===== src/rtl/cajero_pkg.sv =====
// Shared types and default sizes for the ATM transaction controller.
package cajero_pkg;

    typedef enum logic [1:0] {
        ESPERA    = 2'd0,
        PIN       = 2'd1,
        MONTO     = 2'd2,
        BLOQUEADO = 2'd3
    } estado_t;

    localparam int PIN_DIGITOS      = 4;
    localparam int MAX_INTENTOS_DEF = 3;
    localparam int ADV_INTENTOS_DEF = 2;
    localparam int BAL_W_DEF        = 64;
    localparam int MONTO_W_DEF      = 32;

endpackage


===== src/rtl/detector_flanco.sv =====
// Rising-edge detector: one-cycle combinational pulse when the input goes 0 -> 1.
module detector_flanco (
    input  logic clk,
    input  logic rst_n,
    input  logic entrada,
    output logic flanco
);

    logic previo;

    always_ff @(posedge clk or negedge rst_n) begin
        if (!rst_n) previo <= 1'b0;
        else        previo <= entrada;
    end

    assign flanco = entrada & ~previo;

endmodule


===== src/rtl/cajero_transaccion.sv =====
// ATM transaction controller: PIN entry, deposit/withdrawal on the card balance, lockout.
// state     | meaning
// ESPERA    | idle, waiting for a card
// PIN       | collecting 4 BCD keypad digits
// MONTO     | PIN accepted, waiting for the amount strobe
// BLOQUEADO | card locked, only reset leaves
module cajero_transaccion
    import cajero_pkg::*;
#(
    parameter int MAX_INTENTOS = MAX_INTENTOS_DEF,
    parameter int ADV_INTENTOS = ADV_INTENTOS_DEF,
    parameter int BAL_W        = BAL_W_DEF,
    parameter int MONTO_W      = MONTO_W_DEF
) (
    input  logic                 Clk,
    input  logic                 Reset,
    input  logic                 TARJETA_RECIBIDA,
    input  logic                 TIPO_TRANS,
    input  logic [15:0]          PIN,
    input  logic [3:0]           DIGITO,
    input  logic                 DIGITO_STB,
    input  logic [MONTO_W-1:0]   MONTO,
    input  logic                 MONTO_STB,
    input  logic [BAL_W-1:0]     BALANCE_INICIAL,
    output logic [BAL_W-1:0]     BALANCE,
    output logic                 BALANCE_ACTUALIZADO,
    output logic                 ENTREGAR_DINERO,
    output logic                 PIN_INCORRECTO,
    output logic                 ADVERTENCIA,
    output logic                 BLOQUEO,
    output logic                 FONDOS_INSUFICIENTES
);

    localparam int INT_W = $clog2(MAX_INTENTOS + 1);
    localparam int CNT_W = $clog2(PIN_DIGITOS + 1);

    estado_t            estado, estado_d;
    logic [BAL_W-1:0]   balance_d;
    logic [CNT_W-1:0]   cnt, cnt_d;
    logic [INT_W-1:0]   intentos, intentos_d, intentos_inc;
    logic [15:0]        sreg, sreg_d, pin_sig;
    logic               adv_d, bloq_d, act_d, entregar_d, pin_inc_d, fondos_d;
    logic               flanco_dig, flanco_mon;
    logic [BAL_W-1:0]   monto_ext;
    logic [BAL_W:0]     suma;

    detector_flanco u_flanco_dig (
        .clk     (Clk),
        .rst_n   (Reset),
        .entrada (DIGITO_STB),
        .flanco  (flanco_dig)
    );

    detector_flanco u_flanco_mon (
        .clk     (Clk),
        .rst_n   (Reset),
        .entrada (MONTO_STB),
        .flanco  (flanco_mon)
    );

    assign pin_sig      = {sreg[11:0], DIGITO};
    assign intentos_inc = intentos + 1'b1;
    assign monto_ext    = BAL_W'(MONTO);
    assign suma         = {1'b0, BALANCE} + {1'b0, monto_ext};

    always_comb begin
        estado_d   = estado;
        balance_d  = BALANCE;
        cnt_d      = cnt;
        intentos_d = intentos;
        sreg_d     = sreg;
        adv_d      = ADVERTENCIA;
        bloq_d     = BLOQUEO;
        act_d      = 1'b0;
        entregar_d = 1'b0;
        pin_inc_d  = 1'b0;
        fondos_d   = 1'b0;
        case (estado)
            cajero_pkg::ESPERA: begin
                if (TARJETA_RECIBIDA) begin
                    balance_d  = BALANCE_INICIAL;
                    intentos_d = '0;
                    cnt_d      = '0;
                    sreg_d     = '0;
                    adv_d      = 1'b0;
                    estado_d   = cajero_pkg::PIN;
                end
            end
            cajero_pkg::PIN: begin
                if (!TARJETA_RECIBIDA) begin
                    estado_d = cajero_pkg::ESPERA;
                end else if (flanco_dig) begin
                    sreg_d = pin_sig;
                    cnt_d  = cnt + 1'b1;
                    // last digit: compare the word including the digit arriving now
                    if (cnt == CNT_W'(PIN_DIGITOS - 1)) begin
                        cnt_d  = '0;
                        sreg_d = '0;
                        if (pin_sig == PIN) begin
                            intentos_d = '0;
                            adv_d      = 1'b0;
                            estado_d   = cajero_pkg::MONTO;
                        end else begin
                            pin_inc_d  = 1'b1;
                            intentos_d = intentos_inc;
                            if (intentos_inc == INT_W'(ADV_INTENTOS)) adv_d = 1'b1;
                            if (intentos_inc == INT_W'(MAX_INTENTOS)) begin
                                bloq_d   = 1'b1;
                                adv_d    = 1'b0;
                                estado_d = cajero_pkg::BLOQUEADO;
                            end
                        end
                    end
                end
            end
            cajero_pkg::MONTO: begin
                if (!TARJETA_RECIBIDA) begin
                    estado_d = cajero_pkg::ESPERA;
                end else if (flanco_mon) begin
                    estado_d = cajero_pkg::ESPERA;
                    if (!TIPO_TRANS) begin
                        balance_d = suma[BAL_W] ? '1 : suma[BAL_W-1:0];
                        act_d     = 1'b1;
                    end else if (monto_ext <= BALANCE) begin
                        balance_d  = BALANCE - monto_ext;
                        act_d      = 1'b1;
                        entregar_d = 1'b1;
                    end else begin
                        fondos_d = 1'b1;
                    end
                end
            end
            cajero_pkg::BLOQUEADO: begin
                bloq_d = 1'b1;
            end
            default: estado_d = cajero_pkg::ESPERA;
        endcase
    end

    always_ff @(posedge Clk or negedge Reset) begin
        if (!Reset) begin
            estado               <= cajero_pkg::ESPERA;
            BALANCE              <= '0;
            cnt                  <= '0;
            intentos             <= '0;
            sreg                 <= '0;
            ADVERTENCIA          <= 1'b0;
            BLOQUEO              <= 1'b0;
            BALANCE_ACTUALIZADO  <= 1'b0;
            ENTREGAR_DINERO      <= 1'b0;
            PIN_INCORRECTO       <= 1'b0;
            FONDOS_INSUFICIENTES <= 1'b0;
        end else begin
            estado               <= estado_d;
            BALANCE              <= balance_d;
            cnt                  <= cnt_d;
            intentos             <= intentos_d;
            sreg                 <= sreg_d;
            ADVERTENCIA          <= adv_d;
            BLOQUEO              <= bloq_d;
            BALANCE_ACTUALIZADO  <= act_d;
            ENTREGAR_DINERO      <= entregar_d;
            PIN_INCORRECTO       <= pin_inc_d;
            FONDOS_INSUFICIENTES <= fondos_d;
        end
    end

endmodule


===== config.mk =====
export PLATFORM = sky130hd
export DESIGN_NAME = cajero_transaccion
export DESIGN_NICKNAME = d
export VERILOG_FILES = /design/src/rtl/cajero_pkg.sv /design/src/rtl/detector_flanco.sv /design/src/rtl/cajero_transaccion.sv
export SDC_FILE = /design/constraint.sdc
export NUM_CORES = 1
export LEC_CHECK = 0
export CORE_MARGIN = 3
export CORE_UTILIZATION = 35
export CTS_CLUSTER_DIAMETER = 200
export DETAILED_ROUTE_END_ITERATION = 8
export GPL_TIMING_DRIVEN = 1
export PLACE_DENSITY = 0.66
export SYNTH_ARGS = -nofsm -noshare
export SYNTH_HDL_FRONTEND = slang
export SYNTH_SLANG_ARGS = --single-unit

===== constraint.sdc =====
create_clock -name Clk -period 2.9 [get_ports Clk]
set_input_delay 0.435 -clock Clk [delete_from_list [all_inputs] [get_ports Clk]]
set_output_delay 0.435 -clock Clk [all_outputs]
set_load 0.05 [all_outputs]

==> flow_metrics.py <==
metrics = {
    "setup_path": {
        "cp_max_fo": 5,
        "worstPathArrival_ns": 3.41,
        "crit_required_ns": 3.17,
        "cp-end-kind": "register",
        "start_kind": "register",
        "crit_type": "reg2reg",
    },
    "synth": {
        "yosys-top-cells-count": "nand2_1 (139), o21ai_0 (108), nor2_1 (104)",
        "synth_nets": 1542,
        "netlist_instances": 1351,
        "synth.top_cell.area_share_pct": 23.0,
        "ys_seq_elements": 91,
        "synth_flop_cell": "dfrtp_1",
        "synth-seq-area-share_pct": 23.0,
        "synth_edf_count": 0,
        "async_flop_share_pct": 100,
        "yosysTopAreaCell": "dfrtp_1",
        "synth_area_per_cell_um2": 7.31,
        "synth_area_leaders": "dfrtp_1 (23%), ha_1 (8.5%), o21ai_0 (5.5%), nand2_1 (5.3%), a21oi_1 (5.1%)",
        "yosys_warnings": 0,
        "synthMostInstantiatedCell": "nand2_1",
        "netlist_area_mm2": 0.00988,
        "ys_types": 88,
    },
    "sta": {
        "rsz0062_at_grt": "true",
        "fin_tns_setup_ns": -8.47,
        "fin_crit_sh_pct": 108,
        "slew_violations": 0,
        "finalHoldViolations": 0,
        "finalSetupViolations": 63,
        "fmax_mhz": 318,
        "fin_skew_ns": 0.0142,
        "max_slew.worst_pin.slew_ns": 0.696,
        "fin_ws_ns": -0.242,
        "fin_crit_ns": 3.14,
        "slew_headroom_pct": 53.6,
        "whs_ns": 0.0844,
    },
    "status": {
        "violations": "negative setup slack",
        "status": "finished with violations",
    },
    "grt": {
        "groute.layer.met2.usage_pct": 48.3,
        "grt_util_met1_pct": 41.6,
        "grt_pass1_wl_um": 73200,
        "use_met3_pct": 4.67,
        "antenna_found_initial": 1,
        "top_usage_layer": "met2",
        "overflow": 0,
        "grt_pass1_vias": 13222,
        "grt_start_max_net_pins": 50,
        "track_usage_pct": 29.9,
    },
    "placed_design": {
        "placed_cells": 2242,
        "gp_congestion": 0.959,
        "numPortBuffers": 191,
        "post-dp-hpwl_um": 34500,
        "post_dp_cell_area_mm2": 0.0154,
    },
    "power": {
        "p_total_mw": 8.08,
        "power_density_mw_per_mm2": 428,
        "leakagePower_nw": 7.99,
        "ir_drop_mv": 0.369,
    },
    "clock_network": {
        "cts_buffers": 9,
        "cts_tree": "done",
        "clk_path_buf_depth": 2,
        "htreeDepth": 3,
        "cts.sinks": 91,
        "path_clk_slew_ns": 0.09,
        "clock_latency_ns": 0.37,
        "ctsRootBufferMaster": "clkbuf_16",
    },
    "cells_and_area": {
        "instances_no_fill": 2359,
        "fillerInstances": 2176,
        "syn_to_final_growth_pct": 91.0,
        "multi_input_area_mm2": 0.00917,
        "final_nets": 2172,
        "final_area_mm2": 0.0189,
        "regArea_mm2": 0.00232,
        "drive_gt1_share_pct": 45.5,
    },
    "detailed_routing": {
        "wl_um": 49200,
        "vias": 13524,
        "drt_pass1_iterations": 6,
        "post_drt_wl_per_cell_um": 20.9,
        "dr.first_iter.drc_count": 1301,
        "routed_via_density": 5.73,
        "antenna_left": 0,
        "drc": 0,
    },
    "run": {
        "maxCapViolations": 0,
    },
    "floorplanning": {
        "ios": 192,
        "start_util_pct": 36.2,
        "dieWidth_um": 174,
        "core_area_mm2": 0.0273,
        "rows": 60,
        "die_y_um": 174,
        "die_area_mm2": 0.0303,
    },
    "hold_path": {
        "hold_path.class": "in2async",
    },
}
where the power goes:
group,switching [mW],leakage (nW),total (mW),internal (mW)
Combinational,2.76,6.77,5.17,2.40
Clock,0.685,0.149,1.31,0.622
Sequential,0.170,1.07,1.61,1.44
layout make-up:
cell class	count	area share, %
Tap cell	372	2.47
Inverter	82	1.66
Sequential cell	91	12.3
Clock inverter	7	0.404
Clock buffer	9	1.19
Antenna cell	1	0.0133
Timing Repair Buffer	704	33.4
Multi-Input combinational cell	1093	48.6
through the flow:
stage                     utilization (%)  worst slack, ns
after floorplan                         -          -0.0526
after global placement               56.2           -0.929
after detailed placement             56.2           -0.941
after CTS                            64.3           -0.256
after global routing                 69.1           -0.305
final                                69.1           -0.242
metal layers:
layer	share of wire [%]	vias to the layer above	wire [um]
li1	-	6259	-
met1	43	6509	21200
met2	47	654	23000
met3	7.6	102	3730
met4	2.6	0	1300
met5	0	-	0
kinds of logic (layout without fill, tap and decap cells):
family / count (synthesis) / count (layout) / share of synthesized area, %
buffers and inverters: 167 / 802 / 7.08
AOI/OAI and AO/OA: 447 / 447 / 29.0
other: 0 / 1 / 0
and+or+nand+nor: 525 / 525 / 27.3
xor gates and xnor gates: 46 / 46 / 4.08
DFF: 91 / 91 / 23.0
muxes: 6 / 6 / 0.621
adders and majority gates: 69 / 69 / 8.89
final timing paths:
check | from | end | slack [ns] | cells after the start
max in group asynchronous | Reset | BALANCE[57]$_DFFE_PN0P_ | 2.05 | 2
worst min-delay path | Reset | BALANCE[12]$_DFFE_PN0P_ | 0.08 | 1
worst min register to register | cnt[2]$_DFFE_PN0P_ | cnt[2]$_DFFE_PN0P_ | 0.49 | 1
worst max-delay path | BALANCE[15]$_DFFE_PN0P_ | BALANCE[34]$_DFFE_PN0P_ | -0.24 | 12
worst max register to register | BALANCE[15]$_DFFE_PN0P_ | BALANCE[34]$_DFFE_PN0P_ | -0.24 | 12
min in group Clk | cnt[2]$_DFFE_PN0P_ | cnt[2]$_DFFE_PN0P_ | 0.49 | 1
placed cells by master, fill, tap and decap left out, types with 16 or more instances in the layout:
cell	synthesis	final
buf_4	5	443
clkdlybuf4s50_1	0	163
nand2_1	139	103
nor2_1	104	91
a21oi_1	100	69
inv_1	81	60
dfrtp_1	91	59
o21ai_0	108	54
buf_6	4	41
nand3_1	52	40
ha_1	67	34
o21ai_2	0	33
dfrtp_2	0	32
nor3_1	42	31
ha_4	0	28
o21ai_1	5	25
o22ai_1	35	25
nand4_1	24	24
xnor2_1	25	24
nor4_1	37	21
xor2_1	21	21
inv_2	1	20
a21oi_2	1	20
nand2_2	0	20
nor2b_1	20	18
dlygate4sd2_1	0	18
o211ai_1	16	16
a31oi_1	32	16
buf_12	0	16
critical path, cell delays in order, from the launching register on:
cell      delay (ns)
dfrtp_2         0.43
ha_4            0.27
buf_6           0.12
a211oi_4        0.23
o21bai_2        0.11
or4_4           0.54
a31oi_4         0.17
nor2_2          0.06
a41o_2          0.25
buf_4           0.15
or2_4           0.26
and2_4          0.15
o41ai_4         0.30
what timing repair did:
| action | CTS | global route |
|---|---|---|
| gates cloned | 8 | 4 |
| buffers inserted | 73 | 29 |
| pin swaps | 114 | 117 |
| resized for setup | 297 | 243 |
| setup endpoints to repair | 66 | 66 |
| hold buffers | 0 | 0 |
registers in the layout (all words and copies together), names as in the netlist:
name and cells:
BALANCE 64, sreg 12, cnt 3, estado 2
intentos 2, ADVERTENCIA 1, BALANCE_ACTUALIZADO 1, BLOQUEO 1
ENTREGAR_DINERO 1, FONDOS_INSUFICIENTES 1, PIN_INCORRECTO 1, u_flanco_dig.previo 1
u_flanco_mon.previo 1
Note: power is estimated with default switching activity, not from simulation.
